### config.mk
export PLATFORM = sky130hd
export DESIGN_NAME = ex_muldiv_seq
export DESIGN_NICKNAME = d
export VERILOG_FILES = /design/src/rtl/ex_muldiv_seq.sv
export SDC_FILE = /design/constraint.sdc
export NUM_CORES = 1
export LEC_CHECK = 0
export CAP_MARGIN = 40
export CORE_MARGIN = 3
export CORE_UTILIZATION = 55
export CTS_BUF_LIST = sky130_fd_sc_hd__clkbuf_4
export CTS_CLUSTER_DIAMETER = 120
export DETAILED_ROUTE_END_ITERATION = 16
export PLACE_DENSITY = 0.74
export SLEW_MARGIN = 20
export SYNTH_ARGS = -nofsm -noshare
export SYNTH_HDL_FRONTEND = slang
export SYNTH_SLANG_ARGS = --single-unit
### constraint.sdc
create_clock -name clk -period 3.8 [get_ports clk]
set_clock_uncertainty 0.15 [all_clocks]
set_input_delay 0.76 -clock clk [delete_from_list [all_inputs] [get_ports clk]]
set_output_delay 0.76 -clock clk [all_outputs]
set_load 0.02 [all_outputs]
### src/rtl/ex_muldiv_seq.sv
// Iterative RV32M multiply/divide unit: 32-step shift-add multiply or restoring
// divide on operand magnitudes, with the sign fixed up in a final cycle.
module ex_muldiv_seq (
  input  logic        clk,
  input  logic        rst,
  input  logic        md_start,
  input  logic [2:0]  md_func3,
  input  logic [31:0] md_op1,
  input  logic [31:0] md_op2,
  input  logic [4:0]  md_rd,
  input  logic        md_flush,
  output logic        md_busy,
  output logic        md_done,
  output logic [31:0] md_result,
  output logic [4:0]  md_wr_regindex,
  output logic [1:0]  md_state
);

  typedef enum logic [1:0] {IDLE = 2'd0, CALC = 2'd1, FIX = 2'd2, DONE = 2'd3} state_t;

  // Handshake: md_start is a one-cycle request; it is taken whenever the unit is
  // in IDLE or DONE and md_flush is low. md_busy rises combinationally in the
  // request cycle so decode freezes, and stays high through the FIX cycle.
  state_t      state;
  logic [4:0]  cnt;
  logic [2:0]  func3_q;
  logic [4:0]  rd_q;
  logic        a_neg_q, b_neg_q;
  logic [63:0] acc;
  logic [31:0] opb;

  logic        a_signed, b_signed, a_neg, b_neg, is_div, div_zero, can_accept;
  logic [31:0] a_mag, b_mag;

  always_comb begin
    a_signed   = md_func3[2] ? ~md_func3[0] : (md_func3[1:0] != 2'b11);
    b_signed   = md_func3[2] ? ~md_func3[0] : ~md_func3[1];
    a_neg      = a_signed & md_op1[31];
    b_neg      = b_signed & md_op2[31];
    a_mag      = a_neg ? -md_op1 : md_op1;
    b_mag      = b_neg ? -md_op2 : md_op2;
    is_div     = md_func3[2];
    div_zero   = is_div & (md_op2 == 32'd0);
    can_accept = (state == IDLE) || (state == DONE);
  end

  // Multiply keeps the multiplier in acc[31:0] and grows the product from the top;
  // divide keeps the partial remainder in acc[63:32] and shifts quotient bits into
  // acc[31:0] as dividend bits leave it.
  logic [32:0] mul_sum;
  logic [63:0] mul_next;
  logic [32:0] div_shift;
  logic [33:0] div_diff;
  logic        div_ge;
  logic [63:0] div_next;

  always_comb begin
    mul_sum   = {1'b0, acc[63:32]} + (acc[0] ? {1'b0, opb} : 33'd0);
    mul_next  = {mul_sum, acc[31:1]};
    div_shift = {acc[63:32], acc[31]};
    div_diff  = {1'b0, div_shift} - {2'b00, opb};
    div_ge    = ~div_diff[33];
    div_next  = {(div_ge ? div_diff[31:0] : div_shift[31:0]), acc[30:0], div_ge};
  end

  logic [63:0] prod;
  logic [31:0] quot, remv, fix_result;

  always_comb begin
    prod = (a_neg_q ^ b_neg_q) ? -acc : acc;
    quot = (a_neg_q ^ b_neg_q) ? -acc[31:0] : acc[31:0];
    remv = a_neg_q ? -acc[63:32] : acc[63:32];
    case (func3_q)
      3'd0:       fix_result = prod[31:0];
      3'd4, 3'd5: fix_result = quot;
      3'd6, 3'd7: fix_result = remv;
      default:    fix_result = prod[63:32];
    endcase
  end

  always_ff @(posedge clk) begin
    if (rst) begin
      state          <= IDLE;
      cnt            <= 5'd0;
      func3_q        <= 3'd0;
      rd_q           <= 5'd0;
      a_neg_q        <= 1'b0;
      b_neg_q        <= 1'b0;
      acc            <= 64'd0;
      opb            <= 32'd0;
      md_done        <= 1'b0;
      md_result      <= 32'd0;
      md_wr_regindex <= 5'd0;
    end else begin
      md_done <= 1'b0;
      if (md_flush) begin
        state <= IDLE;
      end else begin
        case (state)
          IDLE, DONE: begin
            if (md_start) begin
              func3_q <= md_func3;
              rd_q    <= md_rd;
              a_neg_q <= a_neg;
              b_neg_q <= b_neg;
              cnt     <= 5'd0;
              if (div_zero) begin
                // Quotient all ones, remainder is the untouched dividend.
                md_result      <= md_func3[1] ? md_op1 : 32'hFFFF_FFFF;
                md_wr_regindex <= md_rd;
                md_done        <= 1'b1;
                state          <= DONE;
              end else begin
                acc   <= {32'd0, (is_div ? a_mag : b_mag)};
                opb   <= is_div ? b_mag : a_mag;
                state <= CALC;
              end
            end else begin
              state <= IDLE;
            end
          end
          CALC: begin
            acc <= func3_q[2] ? div_next : mul_next;
            cnt <= cnt + 5'd1;
            if (cnt == 5'd31) state <= FIX;
          end
          FIX: begin
            md_result      <= fix_result;
            md_wr_regindex <= rd_q;
            md_done        <= 1'b1;
            state          <= DONE;
          end
          default: state <= IDLE;
        endcase
      end
    end
  end

  assign md_busy  = (md_start & can_accept & ~md_flush) | (state == CALC) | (state == FIX);
  assign md_state = state;

endmodule

# Word level (Yosys, flattened, before mapping)
# Index checks and enable logic that the tools add are counted.
[word_totals] word_cells=92 output_inout_bits=41 reg_bits=151
[op_classes] n_mux=32 add_sub_neg=8 reduce_logical=15 n_eq_ne=13 bitwise=13
[op_table] op="$mux W32" n=11
[op_table] op="$mux W64" n=4
[op_table] op="$neg A32 Y32" n=4
[op_table] op="$pmux W64 S2" n=1
[op_table] op="$pmux W32 S3" n=1
[op_table] op="$neg A64 Y64" n=1
[op_table] op="$pmux W32 S2" n=1
[op_table] op="$sub A33 B32 Y34" n=1
[op_table] op="$add A32 B32 Y33" n=1
[op_table] op="$logic_not A32 Y1" n=1
[op_table] op="$pmux W5 S2" n=2
[op_table] op="$mux W5" n=3
[op_table] op="$eq A3 B3 Y1 const B" n=4
[op_table] op="$reduce_and A4 Y1" n=3
[op_table] op="$ne A2 B2 Y1 const B" n=5
[op_table] op="$reduce_or A2 Y1" n=4
[op_table] op="$mux W2" n=3
[op_table] op="$pmux W2 S3" n=1
[op_table] op="$reduce_and A3 Y1" n=2
[op_table] op="$add A5 B1 Y5 const B" n=1
[op_table] op="$and A1 B1 Y1" n=5
[op_table] op="$eq A5 B5 Y1 const B" n=1
[op_table] op="$not A1 Y1" n=5
[op_table] op="$eq A2 B2 Y1 const B" n=2
[op_table] op="other kinds (9)" n=14

# Depth between registers and ports, before layout
[logic_depth] depth_word=8 depth_mapped=14 ltp_nobuf=13

# Worst setup path before layout
# Ideal clock, no wire load.
[synth_path] path_kind="input-to-reg" start="in md_op2[15]" end="reg md_result[13]" setup_time_ns=0.059 slack_ns=0.375 cell_stages=11 t_arrival_ns=3.216 cell_sequence="or4_4 -> or4_1 -> buf_2 -> or3b_1 -> buf_2 -> nor3_4 -> o21ai_4 -> nor2_8 -> o21ai_1 -> a311oi_1 -> a21o_1"
[synth_between] elab_chain_len=4
[synth_rtl] element="start: declaration" line="9" source="input logic [31:0] md_op2,"
[synth_rtl] element="$logic_not A32 Y1" line="43" source="div_zero = is_div & (md_op2 == 32'd0);"
[synth_rtl] element="$and A1 B1 Y1" line="43"
[synth_rtl] element="$ne A2 B2 Y1 (no line)"
[synth_rtl] element="$reduce_and A4 Y1 (no line)"
[synth_rtl] element="end signal: assignment" line="109" source="md_result <= md_func3[1] ? md_op1 : 32'hFFFF_FFFF;"
[synth_rtl] element="end signal: assignment" line="128" source="md_result <= fix_result;"
[synth_rtl] element="end: declaration" line="14" source="output logic [31:0] md_result,"
# No other way between the ends.
# A chain may end at the register's enable or synchronous reset.

# Worst setup path after layout
[layout_path] start="reg acc[0]" end="reg acc[61]"
[layout_between] elab_chain_len=4
[layout_rtl] element="start: declaration" line="29" source="logic [63:0] acc;"
[layout_rtl] element="start signal: assignment" line="114" source="acc <= {32'd0, (is_div ? a_mag : b_mag)};"
[layout_rtl] element="start signal: assignment" line="123" source="acc <= func3_q[2] ? div_next : mul_next;"
[layout_rtl] element="$mux W32" line="58" source="mul_sum = {1'b0, acc[63:32]} + (acc[0] ? {1'b0, opb} : 33'd0);"
[layout_rtl] element="$add A32 B32 Y33" line="58"
[layout_rtl] element="$mux W64" line="123"
[layout_rtl] element="$pmux W64 S2" line="99" source="case (state)"
# No other way between the ends.

==> key figures <==
Outcome
  • Status: finished, final reports clean

Global routing
  • GRT Residual Overflow: 0
  • First-pass GRT wire length: 91,510 um
  • Largest net degree at the start of global routing: 70
  • GRT Total Usage: 40.43%
  • Initial antenna violation count: 2
  • Vias in the first global route: approximately 16,000

STA
  • Fin crit share: 96.52%
  • Rel. slew slack: roughly 42%
  • Fmax: 272.6 MHz
  • Worst Max-Slew Pin Slew: 0.8667 ns
  • Fin Hold WS: 0.2951 ns
  • Hold Fails Final Rpt: 0
  • Clock period minus final worst setup slack: 3.668 ns
  • Endpoints failing setup: 0
  • Unrepaired setup endpoints after global routing: false
  • Fin. max-slew vios: 0
  • Setup total negative slack: 0 ns
  • Final worst setup slack: around 0.13 ns

Placed design
  • Buffers on Ports: 116
  • GP Congestion: a little over 1
  • Placed Area: 17,430 um2
  • Pre-CTS WS: -0.1635 ns
  • Hpwl dp: 46,890 um
  • Cells after DPL: 2,567

Worst setup path
  • CP endpoint: acc[61]$_SDFFE_PP0P_
  • CP Launch Type: flip-flop
  • CP arrival: 4.02 ns
  • Critical path type: flip-flop to flip-flop
  • WP data required: 4.15 ns
  • Critical path launch point: acc[0]$_SDFFE_PP0P_
  • Crit Path Max Fanout: 7
  • Crit Reg-Reg Endpoint: acc[61]$_SDFFE_PP0P_
  • Reg-to-reg slack, setup: 0.13 ns
  • Worst setup EP type: flip-flop
  • Crit Reg-Reg Startpoint: acc[0]$_SDFFE_PP0P_
  • R2R cell count: 13

Floorplanning
  • Core area: 26,280 um2
  • Die width: 170.1 um
  • Rows: 59
  • Chip height: 170.1 um
  • Initial Util: 56.36%
  • DIE AREA: 28,930 um2
  • IO Pins: 117

Layout
  • Share of layout cells above drive strength 1: between 10% and 20%
  • Layout Cells excl Fill: between 2,000 and 3,000
  • # nets final: 2,402
  • Synth-to-layout area growth: 19.76%
  • Fin util: 67.49%
  • Fin area: roughly 18,000 um2

Yosys
  • Post-synth cell types: 82
  • Synthesized area per cell: between 7 and 8 um2
  • Syn Inst Count: a little over 2,000
  • Yosys warns: 0
  • Syn Nets: 2,215
  • Synth Cell Area: ~15,000 um2
  • Fraction of registers with async set/reset: 0%
  • Post-synth top flop: dfxtp_1
  • Flop and latch count out of synthesis: roughly 150
  • Number of flops mapped to enable cells by yosys: 0
  • Register area share after synthesis: 20.41%

Detailed routing
  • Antenna violation net count after detailed routing: 0
  • Residual DRC: 0
  • Router iterations before antenna repair: 7
  • Vias per cell: between 6 and 7
  • Via Count: 17,060
  • Drt total wl: approximately 60,000 um
  • Wire per inst: ~23 um
  • DRT iter0 DRCs: 2,308

Job
  • MaxCap Viol Count: 0

Pwr
  • Cell-internal power: 2.672 mW
  • Seq pwr share: 37.6%
  • Tot Pwr: 4.605 mW
  • Net Sw Frac: between 40% and 50%
  • Combinational Power Share: 38.3%
  • Max IR drop VDD: 0.2221 mV
  • Power share of the clock group: 24.0%
  • Sw Pwr: between 1.5 and 2 mW
  • Leakage: 7.015 nW
  • Power per cell area: 259.6 nW/um2

CTS
  • Post-CTS setup buffer count: 0
  • Clk Latency, worst-skew pair: roughly 0.63 ns
  • Max clock buf depth: 2
  • Clock transition at the registers of the reported paths: about 0.16 ns
  • Cts bufs inserted: 17
  • CTS sink count: ~150
  • CTS tree: yes
  • Number of hold buffers added after cts: 0
  • CTS Root Cell: clkbuf_4
  • H-Tree Depth: 4
  • CTS resizes: 0

Worst hold path
  • Worst Hold Class: flip-flop to flip-flop
## how the worst min path moves through the flow
stage | startpoint | endpoint | slack, ns | cells past startpoint
final | md_result[18]$_SDFFE_PP0P_ | md_result[18]$_SDFFE_PP0P_ | 0.30 | 2
after global routing | md_result[18]$_SDFFE_PP0P_ | md_result[18]$_SDFFE_PP0P_ | 0.32 | 2
after CTS | md_result[18]$_SDFFE_PP0P_ | md_result[18]$_SDFFE_PP0P_ | 0.30 | 2
after detailed placement | md_result[18]$_SDFFE_PP0P_ | md_result[18]$_SDFFE_PP0P_ | 0.28 | 2
after global placement | md_result[18]$_SDFFE_PP0P_ | md_result[18]$_SDFFE_PP0P_ | 0.28 | 2
after floorplan | opb[12]$_SDFFE_PP0P_ | opb[12]$_SDFFE_PP0P_ | 0.28 | 2
## Yosys cell counts, types with 30 or more instances
library cell,number,area (um2)
a211oi_1,62,465.5
a21o_1,30,225.2
a21oi_1,197,986.0
clkbuf_1,133,499.2
dfxtp_1,151,3023
ha_1,72,900.9
inv_1,72,270.3
mux2i_1,54,540.5
nand2_1,230,863.3
nand3_1,32,160.2
nor2_1,197,739.5
nor3_1,42,210.2
o211ai_1,43,322.8
o21ai_0,135,675.7
o221ai_1,30,262.8
xnor2_1,109,954.7
xor2_1,83,727.0
## cells by family after synthesis
kind of cell / count (synthesis) / share of synthesized area (%)
xor+xnor: 192 / 11.35
flops: 151 / 20.41
compound gates: 679 / 29.64
mux: 76 / 5.322
simple gates: 668 / 21.04
buf+inv: 225 / 5.888
fa+ha+maj: 74 / 6.353
## state kept, by name (all words and copies together) (netlist names)
name	flops
a_neg_q	1
acc	64
b_neg_q	1
cnt	5
func3_q	3
md_done	1
md_result	32
md_state	2
md_wr_regindex	5
opb	32
rd_q	5
## cell usage in the layout, fill, tap and decap left out, types with 43 or more instances in the layout
cell type	n
a211oi_1	62
a21oi_1	196
buf_4	198
clkdlybuf4s50_1	114
dfxtp_1	149
ha_1	71
inv_1	72
mux2i_1	54
nand2_1	230
nor2_1	195
o211ai_1	43
o21ai_0	134
xnor2_1	108
xor2_1	82
## power by group through the flow
stage | logic [mW] | registers, mW | clock network, mW
6_report | 1.76 | 1.73 | 1.11
5_1_grt | 1.88 | 1.74 | 1.16
4_1_cts | 1.71 | 1.73 | 1.10
3_5_place_dp | 1.70 | 1.76 | 0
3_3_place_gp | 1.68 | 1.76 | 0
2_1_floorplan | 1.01 | 1.73 | 0
## layout make-up
class,count,area [um2]
fill,2394,8543
multi-input combinational,1689,10970
antenna,1,2.502
inverter,73,274.0
clock inverter,14,151.4
timing repair buffer,320,2764
clock buffer,18,135.1
tap,335,419.2
sequential,151,3025
## worst max-delay path: stages, from the launching register on
cell and delay (ns):
dfxtp_1 0.53, and2_1 0.18, ha_1 0.20, inv_1 0.07, fa_1 0.37, nand2b_1 0.21
a21o_1 0.22, a21oi_1 0.31, o21ai_0 0.25, and4b_1 0.27, o21a_1 0.22, o21a_1 0.21
mux2i_1 0.25, o211ai_1 0.12
## metal layers
layer  up-vias  part of all wire, %  track usage, %
li1       7882                    -               -
met1      8006                   41           55.42
met2       994                   42           60.13
met3       179                   10           7.991
met4         0                  6.4           21.02
met5         -                    0               0
Note: power is estimated with default switching activity, not from simulation.
